<file path="config.mk">
export PLATFORM = sky130hd
export DESIGN_NAME = sound_audio_decimator
export DESIGN_NICKNAME = d
export VERILOG_FILES = /design/src/rtl/sound_pkg.sv /design/src/rtl/sound_sample_fifo.sv /design/src/rtl/sound_audio_decimator.sv
export SDC_FILE = /design/constraint.sdc
export NUM_CORES = 1
export LEC_CHECK = 0
export ABC_AREA = 1
export ABC_CLOCK_PERIOD_IN_PS = 2200
export CELL_PAD_IN_SITES_DETAIL_PLACEMENT = 0
export CELL_PAD_IN_SITES_GLOBAL_PLACEMENT = 1
export CORE_ASPECT_RATIO = 0.8
export CORE_UTILIZATION = 48
export CTS_BUF_LIST = sky130_fd_sc_hd__clkbuf_4
export DETAILED_ROUTE_END_ITERATION = 8
export PLACE_DENSITY = 0.83
export SYNTH_ARGS = -nofsm -noshare
export SYNTH_HDL_FRONTEND = slang
export SYNTH_SLANG_ARGS = --single-unit
export TNS_END_PERCENT = 30
</file>
<file path="constraint.sdc">
create_clock -name clk_logic -period 2.2 [get_ports clk_logic]
set_input_delay 0.44 -clock clk_logic [delete_from_list [all_inputs] [get_ports clk_logic]]
set_output_delay 0.44 -clock clk_logic [all_outputs]
set_load 0.02 [all_outputs]
</file>
<file path="src/rtl/sound_pkg.sv">
// Shared types and helpers for the audio decimator: stereo sample struct and 16-bit saturation.
package sound_pkg;

    localparam int AUDIO_W = 16;

    typedef struct packed {
        logic signed [AUDIO_W-1:0] l;
        logic signed [AUDIO_W-1:0] r;
    } audio_sample_t;

    function automatic logic signed [AUDIO_W-1:0] sat16(input logic signed [17:0] v);
        if (v > 18'sd32767) begin
            return 16'sh7fff;
        end else if (v < -18'sd32768) begin
            return 16'sh8000;
        end else begin
            return v[AUDIO_W-1:0];
        end
    endfunction

endpackage

</file>
<file path="src/rtl/sound_sample_fifo.sv">
// First-word-fall-through FIFO of stereo samples; head is a register read through the read pointer.
module sound_sample_fifo
    import sound_pkg::*;
#(
    parameter int DEPTH = 8
) (
    input  logic                     clk_logic,
    input  logic                     system_reset_n,
    input  logic                     push,
    input  audio_sample_t            push_data,
    input  logic                     pop,
    output audio_sample_t            head,
    output logic                     full,
    output logic                     empty,
    output logic [$clog2(DEPTH):0]   count
);

    localparam int AW = $clog2(DEPTH);
    localparam int CW = AW + 1;

    audio_sample_t  mem [DEPTH];
    logic [AW-1:0]  wr_ptr;
    logic [AW-1:0]  rd_ptr;
    logic           do_push;
    logic           do_pop;

    assign full  = (count == CW'(DEPTH));
    assign empty = (count == '0);
    assign head  = mem[rd_ptr];

    // A pop frees a slot in the same cycle, so a push into a full FIFO succeeds alongside it.
    assign do_pop  = pop && !empty;
    assign do_push = push && (!full || do_pop);

    always_ff @(posedge clk_logic or negedge system_reset_n) begin
        if (!system_reset_n) begin
            for (int i = 0; i < DEPTH; i++) begin
                mem[i] <= '0;
            end
            wr_ptr <= '0;
            rd_ptr <= '0;
            count  <= '0;
        end else begin
            if (do_push) begin
                mem[wr_ptr] <= push_data;
                wr_ptr      <= wr_ptr + AW'(1);
            end
            if (do_pop) begin
                rd_ptr <= rd_ptr + AW'(1);
            end
            case ({do_push, do_pop})
                2'b10:   count <= count + CW'(1);
                2'b01:   count <= count - CW'(1);
                default: count <= count;
            endcase
        end
    end

endmodule

</file>
<file path="src/rtl/sound_audio_decimator.sv">
// Box-car decimator: averages GLU stereo samples over 2^LOG2_AVG inputs and queues one pair per rate tick.
// Optional DC blocker before the FIFO is enabled by defining SOUND_DC_BLOCK_EN.
module sound_audio_decimator
    import sound_pkg::*;
#(
    parameter int LOG2_AVG   = 3,
    parameter int FIFO_DEPTH = 8,
    parameter int DC_SHIFT   = 10
) (
    input  logic                            clk_logic,
    input  logic                            system_reset_n,
    input  logic                            sample_en_i,
    input  logic signed [15:0]              audio_l_i,
    input  logic signed [15:0]              audio_r_i,
    input  logic                            rate_tick_i,
    output logic                            out_valid_o,
    input  logic                            out_ready_i,
    output logic signed [15:0]              out_l_o,
    output logic signed [15:0]              out_r_o,
    output logic [$clog2(FIFO_DEPTH):0]     fill_o,
    output logic                            overflow_o,
    input  logic                            clear_overflow_i
);

    localparam int AW = AUDIO_W + LOG2_AVG;

    if (LOG2_AVG < 1 || LOG2_AVG > 6 || FIFO_DEPTH < 2 ||
        (FIFO_DEPTH & (FIFO_DEPTH - 1)) != 0 || DC_SHIFT < 1) begin : g_bad_cfg
        $error("sound_audio_decimator: unsupported parameter set");
    end

    logic signed [AW-1:0] acc_l;
    logic signed [AW-1:0] acc_r;
    logic signed [AW-1:0] sum_l;
    logic signed [AW-1:0] sum_r;
    logic [LOG2_AVG-1:0]  win_cnt;
    audio_sample_t        hold;

    assign sum_l = acc_l + {{LOG2_AVG{audio_l_i[AUDIO_W-1]}}, audio_l_i};
    assign sum_r = acc_r + {{LOG2_AVG{audio_r_i[AUDIO_W-1]}}, audio_r_i};

    // Dropping the low LOG2_AVG bits is the floor division; the mean always fits 16 bits.
    always_ff @(posedge clk_logic or negedge system_reset_n) begin
        if (!system_reset_n) begin
            acc_l   <= '0;
            acc_r   <= '0;
            win_cnt <= '0;
            hold    <= '0;
        end else if (sample_en_i) begin
            win_cnt <= win_cnt + LOG2_AVG'(1);
            if (&win_cnt) begin
                hold.l <= sum_l[AW-1:LOG2_AVG];
                hold.r <= sum_r[AW-1:LOG2_AVG];
                acc_l  <= '0;
                acc_r  <= '0;
            end else begin
                acc_l  <= sum_l;
                acc_r  <= sum_r;
            end
        end
    end

    logic          push;
    audio_sample_t push_data;

`ifdef SOUND_DC_BLOCK_EN
    audio_sample_t x_prev;
    audio_sample_t y_prev;
    audio_sample_t dc_out;
    audio_sample_t dc_next;
    logic          dc_push;

    function automatic logic signed [15:0] dc_step(input logic signed [15:0] x,
                                                   input logic signed [15:0] xp,
                                                   input logic signed [15:0] yp);
        logic signed [17:0] y;
        y = 18'(x) - 18'(xp) + 18'(yp) - 18'(yp >>> DC_SHIFT);
        return sat16(y);
    endfunction

    assign dc_next.l = dc_step(hold.l, x_prev.l, y_prev.l);
    assign dc_next.r = dc_step(hold.r, x_prev.r, y_prev.r);

    always_ff @(posedge clk_logic or negedge system_reset_n) begin
        if (!system_reset_n) begin
            x_prev  <= '0;
            y_prev  <= '0;
            dc_out  <= '0;
            dc_push <= 1'b0;
        end else begin
            dc_push <= rate_tick_i;
            if (rate_tick_i) begin
                x_prev <= hold;
                y_prev <= dc_next;
                dc_out <= dc_next;
            end
        end
    end

    assign push      = dc_push;
    assign push_data = dc_out;
`else
    assign push      = rate_tick_i;
    assign push_data = hold;
`endif

    audio_sample_t head;
    logic          full;
    logic          empty;
    logic          pop;

    assign out_valid_o = !empty;
    assign pop         = out_valid_o && out_ready_i;
    assign out_l_o     = head.l;
    assign out_r_o     = head.r;

    sound_sample_fifo #(
        .DEPTH(FIFO_DEPTH)
    ) u_fifo (
        .clk_logic      (clk_logic),
        .system_reset_n (system_reset_n),
        .push           (push),
        .push_data      (push_data),
        .pop            (pop),
        .head           (head),
        .full           (full),
        .empty          (empty),
        .count          (fill_o)
    );

    // A fresh overflow takes priority over a coincident clear.
    always_ff @(posedge clk_logic or negedge system_reset_n) begin
        if (!system_reset_n) begin
            overflow_o <= 1'b0;
        end else if (push && full && !pop) begin
            overflow_o <= 1'b1;
        end else if (clear_overflow_i) begin
            overflow_o <= 1'b0;
        end
    end

endmodule

</file>
After elaboration in Yosys (flattened, before gate mapping) --
Cells that the tools add are included.
Cells by class: add/sub/neg operators 7, $mul 0, divide/modulo/power cells 0, magnitude comparators 3, eq/ne operators 3, shift-type cells 0, mux-type cells 11, bitwise operators 2, reduce and logical (&&, ||, !) cells 15
Operators with widths (count):
- bitwise mux 256 bit | 1
- binary-select mux 32 bit (select 3 bit) | 1
- demux 32 bit (select 3 bit) | 1
- 2-to-1 mux 32 bit | 3
- adder 19 bit | 2
- 2-to-1 mux 19 bit | 2
- adder 3 x 1 -> 3 bit, second input constant | 3
- >= comparator 4 bit, second input constant | 2
- inverter 3 -> 4 bit | 2
- case mux 4 bit (2 select lines) | 1
- logical AND 1 bit | 6
- adder 4 x 1 -> 4 bit, second input constant | 1
- == test 4 bit, second input constant | 1
- zero test 4 bit | 1
- < comparator 4 x 1 -> 1 bit, second input constant | 1
- AND reduction 4 bit | 1
- nonzero test 2 bit | 2
- subtractor 4 x 1 -> 4 bit, second input constant | 1
- zero test 1 bit | 3
- AND reduction 3 bit | 1
- == test 2 x 1 -> 1 bit, second input constant | 1
- == test 2 bit, second input constant | 1
- 2-to-1 mux 1 bit | 2
- logical OR 1 bit | 1
Word-level totals: flip-flop bits (word level) 340, bits in latches 0, bits in writable memories 0, bits in read-only memories 0, bits of input ports 38, output and inout bits 38, logic and storage cells 66, memories 0

Longest topological paths before layout --
word-level depth 8, gate-level depth with buffers 13, depth with buffers taken out 13

Cells and area by module --
A second synthesis with hierarchy kept.
Unflattened totals: cells, all modules 2536, area, all modules 18552.8 um2
Modules (own cells, without submodules):
- sound_sample_fifo | instances 1, cells an instance 1849, area an instance 13624.3 um2, seq. area each 6656.4 um2
- sound_audio_decimator | instances 1, cells an instance 687, area an instance 4928.5 um2, seq. area each 1851.8 um2

Worst setup path after synthesis --
OpenSTA, ideal clock, no wires.
kind flip-flop to flip-flop, start register u_fifo.count[1], end register u_fifo.count[3], setup time 0.123 ns, data arrival time 2.025 ns, data required time 2.077 ns, slack 0.052 ns, stages on the path, launching flop included 12, buffers on the path 0, period minus slack after synthesis 2.148 ns, cells stage by stage dfrtp_1 -> nor2_2 -> nand3_2 -> nand2_2 -> nand4_1 -> nand2_2 -> ha_1 -> xor2_1 -> nand2_1 -> o21ai_0 -> nand3_1 -> xor2_1
Between the ends: word-level cells in the longest chain between the ends 8, elaborated cells on any way between the ends 14, classes of those cells add/sub: 2; eq/ne: 3; mux: 1; reduce/logical: 8
RTL lines:
- start, declared | RTL line sound_sample_fifo.sv:15 | output logic [$clog2(DEPTH):0] count
- start signal, assigned | RTL line sound_sample_fifo.sv:52 | 2'b10: count <= count + CW'(1);
- start signal, assigned | RTL line sound_sample_fifo.sv:53 | 2'b01: count <= count - CW'(1);
- start signal, assigned | RTL line sound_sample_fifo.sv:54 | default: count <= count;
- zero test 4 bit (*) | RTL line sound_sample_fifo.sv:28 | assign empty = (count == '0);
- zero test 1 bit (*) | RTL line sound_audio_decimator.sv:112 | assign out_valid_o = !empty;
- via out_valid_o | RTL line sound_audio_decimator.sv:16 | output logic out_valid_o,
- logical AND 1 bit | RTL line sound_audio_decimator.sv:113 | assign pop = out_valid_o && out_ready_i;
- logical AND 1 bit (*) | RTL line sound_sample_fifo.sv:32 | assign do_pop = pop && !empty;
- logical OR 1 bit | RTL line sound_sample_fifo.sv:33 | assign do_push = push && (!full || do_pop);
- logical AND 1 bit | RTL line sound_sample_fifo.sv:33
- == test 2 x 1 -> 1 bit or == test 2 bit (tied branches) | RTL line sound_sample_fifo.sv:51 | case ({do_push, do_pop})
- case mux 4 bit (2 select lines) or nonzero test 2 bit (tied branches)
The timed path passes the listed nets; every way through them passes the cells marked *. A chain may end at the register's enable or synchronous reset.

Final worst setup path --
start register u_fifo.rd_ptr[0], end output out_l_o[12]
Between the ends: word-level cells in the longest chain between the ends 4
RTL lines:
- start, declared | RTL line sound_sample_fifo.sv:23 | logic [AW-1:0] rd_ptr;
- start signal, assigned | RTL line sound_sample_fifo.sv:49 | rd_ptr <= rd_ptr + AW'(1);
- inverter 3 -> 4 bit (implied by the code) | RTL line sound_sample_fifo.sv:29 | assign head = mem[rd_ptr];
- binary-select mux 32 bit (select 3 bit) | RTL line sound_sample_fifo.sv:29
- 2-to-1 mux 32 bit (implied by the code) (2 in series) | RTL line sound_sample_fifo.sv:29
- end, declared | RTL line sound_audio_decimator.sv:18 | output logic signed [15:0] out_l_o,
No other way between the ends. The select of a mux whose other input is x is not followed.

==> impl_metrics.toml <==
[timing]
setup_ws_ps = -641
final-hold-violation-count = 0
fin_crit_sh = 1.29
holdWs_ps = 187
final_max_slew_viol_count = 0
finalSetupTns_ps = -17980
fmax_mhz = 352
worst_clock_skew_ps = 38.2
setup_violations = 32
slew_headroom = 0.685
finalCriticalPeriod_ps = 2840
worst_pin_slew_ps = 472
rsz0062_at_grt = "true"

[floorplanning]
rows = 61
die-area_um2 = 36400
io_pins = 76
coreArea_um2 = 34900
initial_utilization = 0.490
die_h_um = 171
die_w_um = 213

[hold_path]
hold_class = "in -> async"

[grt]
antenna_found_initial = 1
track_usage = 0.266
grt_pass1_wl_um = 76300
grt.overflow.total = 0
grt_max_degree = 78
grt_pass1_vias = 14600

[worst_setup_path]
r2r_start = "u_fifo.count[0]"
cp_slowest_cell = "dfrtp_4"
required_ps = 1760
cp.arrival_ps = 2400
critPathMaxFanout = 12
r2r-end = "u_fifo.count[2]"
cp-start-kind = "register"
endpoint_kind = "output pin"
r2r_setup_slack_ps = 240
crit_top_cell = "buf_4"
crit_type = "reg -> out"
cp_slowest_stage_delay_ps = 510
worstPathCellList = "buf_6, buf_12, buf_4, o21ai_1, o22ai_1, nor2_1, a31oi_1, buf_4"
r2r_cells = 11

[logic_synthesis]
synth_seq_cells = 340
synth_ff_type = "dfrtp_1"
yosysSeqAreaShare = 0.498
yosys.cell_count.top_type = "nand2_1"
synth_top_area_frac = 0.498
synth_cell_types = 31
synth_enable_flop_cells = 0
syn_inst = 2069
synth_area_per_cell_um2 = 8.26
yosys_warnings = 0
ys_top_cells_by_count = "nand2_1 (540), dfrtp_1 (340), nor2_1 (277)"
ys_top_cells_by_area = "dfrtp_1 (50%), nand2_1 (12%), nor2_1 (6.1%)"
syn_area_um2 = 17100
synth_area_leader_cell = "dfrtp_1"
async_flop_share = 1.00
synth_nets = 2152

[cts]
cts_buffers = 87
h-tree-depth = 3
cts_tree = "built"
insertion_delay_ps = 770
clkSinkCount = 340
cts-root-buf = "clkbuf_4"
clkTransAtPathRegs_ps = 70
clockBufferDepth = 3

[layout]
fin_util = 0.597
area.growth.synth_to_final_pct = 21.9
drive_gt1_frac = 0.177
fin_nets = 2372
stdcell_count = 2828
n_fill_cell = 3195

[route]
routed_wl_um = 46900
first_iter_violations = 1252
dr.pass1.iters = 5
vias = 15000
vias_per_cell = 5.30
drc = 0
ant_nets = 0
routedWlPerCell_um = 16.6

[placed_design]
dp_slack_ps = -354
place_hpwl_um = 29700
place_congestion = 0.880
placed_cells = 2642
io_buffers = 75

[job]
maxCapViolCount = 0

[status]
outcome = "complete, but fails checks"
failed_checks = "setup timing"

[power]
ir_worst_vdd_mv = 0.604
leakage_nw = 10.1
power.density_nw_per_um2 = 1670
-- report_power, final --
part | total, mW | leakage, nW | internal, mW | switching (mW)
sequential | 11.0 | 4.28 | 9.23 | 1.77
combinational | 18.5 | 5.20 | 7.83 | 10.6
clock | 5.38 | 0.647 | 2.68 | 2.70
total | 34.8 | 10.1 | 19.7 | 15.1
-- cell usage in the layout (no fill, tap or decap), drive strengths merged, types with 2 or more instances in the layout --
| master | netlist | layout |
|---|---|---|
| dfrtp | 340 | 340 |
| a22o | 3 | 3 |
| nor2 | 278 | 278 |
| clkdlybuf4s50 | 0 | 36 |
| o21ai | 418 | 418 |
| xor2 | 9 | 9 |
| buf | 53 | 191 |
| and2 | 4 | 4 |
| nor3 | 4 | 4 |
| clkinvlp | 0 | 2 |
| nand2 | 550 | 550 |
| dlygate4sd2 | 0 | 5 |
| clkinv | 0 | 28 |
| bufbuf | 0 | 2 |
| xnor2 | 11 | 11 |
| o22ai | 35 | 35 |
| fa | 2 | 2 |
| a31oi | 32 | 32 |
| nand3b | 22 | 22 |
| clkbuf | 58 | 127 |
| nand3 | 66 | 66 |
| inv | 107 | 111 |
| ha | 43 | 43 |
| a21oi | 33 | 33 |
-- stage by stage --
stage / power [mW] / instance area [um^2]
after floorplan: 21.5 / 17100
after global placement: 27.4 / 19100
after detailed placement: 27.8 / 19100
after CTS: 34.0 / 20500
after global routing: 37.7 / 20800
final: 34.8 / 20800
-- repair_timing --
action / CTS / global route
resized for setup: 229 / 62
buffers inserted: 9 / 8
hold buffers: 1 / 0
hold endpoints to repair: 211 / 0
pin swaps: 21 / 25
cloned: 7 / 7
endpoints found under the setup margin: 38 / 37
-- logic make-up (layout without fill, tap and decap cells) --
logic type	Yosys count	count (layout)	share of synthesized area
compound gates	521	521	0.166
xor+xnor	20	20	0.0102
fa+ha+maj	45	45	0.0338
buf+inv	218	504	0.0712
flops	340	340	0.498
other cells	0	1	0
simple gates	925	925	0.221
-- worst max-delay path by stage --
stage / from / endpoint / slack, ps / cells past startpoint
after detailed placement: u_fifo.rd_ptr[0] / out_r_o[1] / -350 / 7
after global routing: u_fifo.rd_ptr[0] / out_l_o[12] / -750 / 8
final: u_fifo.rd_ptr[0] / out_l_o[12] / -640 / 8
after CTS: u_fifo.rd_ptr[0] / out_r_o[7] / -670 / 8
after floorplan: u_fifo.count[1] / u_fifo.count[3] / 50 / 11
after global placement: u_fifo.rd_ptr[0] / out_r_o[1] / -350 / 7
-- layout make-up --
type | instances | area, um^2 | share of cell area
Clock buffer | 121 | 908 | 0.0436
Antenna cell | 1 | 2.50 | 0.000120
Clock inverter | 34 | 169 | 0.00811
Sequential cell | 340 | 8510 | 0.409
Timing Repair inverter | 1 | 16.3 | 0.000781
Inverter | 107 | 435 | 0.0209
Multi-Input combinational cell | 1511 | 7490 | 0.360
Timing Repair Buffer | 241 | 2710 | 0.130
Tap cell | 472 | 591 | 0.0283
-- metal layers --
| metal | track usage | share of wire |
|---|---|---|
| met3 | 0.0490 | 0.055 |
| met1 | 0.382 | 0.48 |
| met2 | 0.411 | 0.45 |
| met4 | 0.0773 | 0.017 |
| met5 | 0 | 0 |
-- worst max-delay path, delay by kind of cell (launching register included) --
kind            cells  cell delay [ps]
compound gates      3              340
flops               1              510
simple gates        1              140
buf+inv             4              630
-- state kept, by name, summed over array words and instances (netlist names) --
name / flops
acc_l: 19
acc_r: 19
hold: 32
overflow_o: 1
u_fifo.count: 4
u_fifo.mem: 256
u_fifo.rd_ptr: 3
u_fifo.wr_ptr: 3
win_cnt: 3
Power figures use the tool's default switching activity.
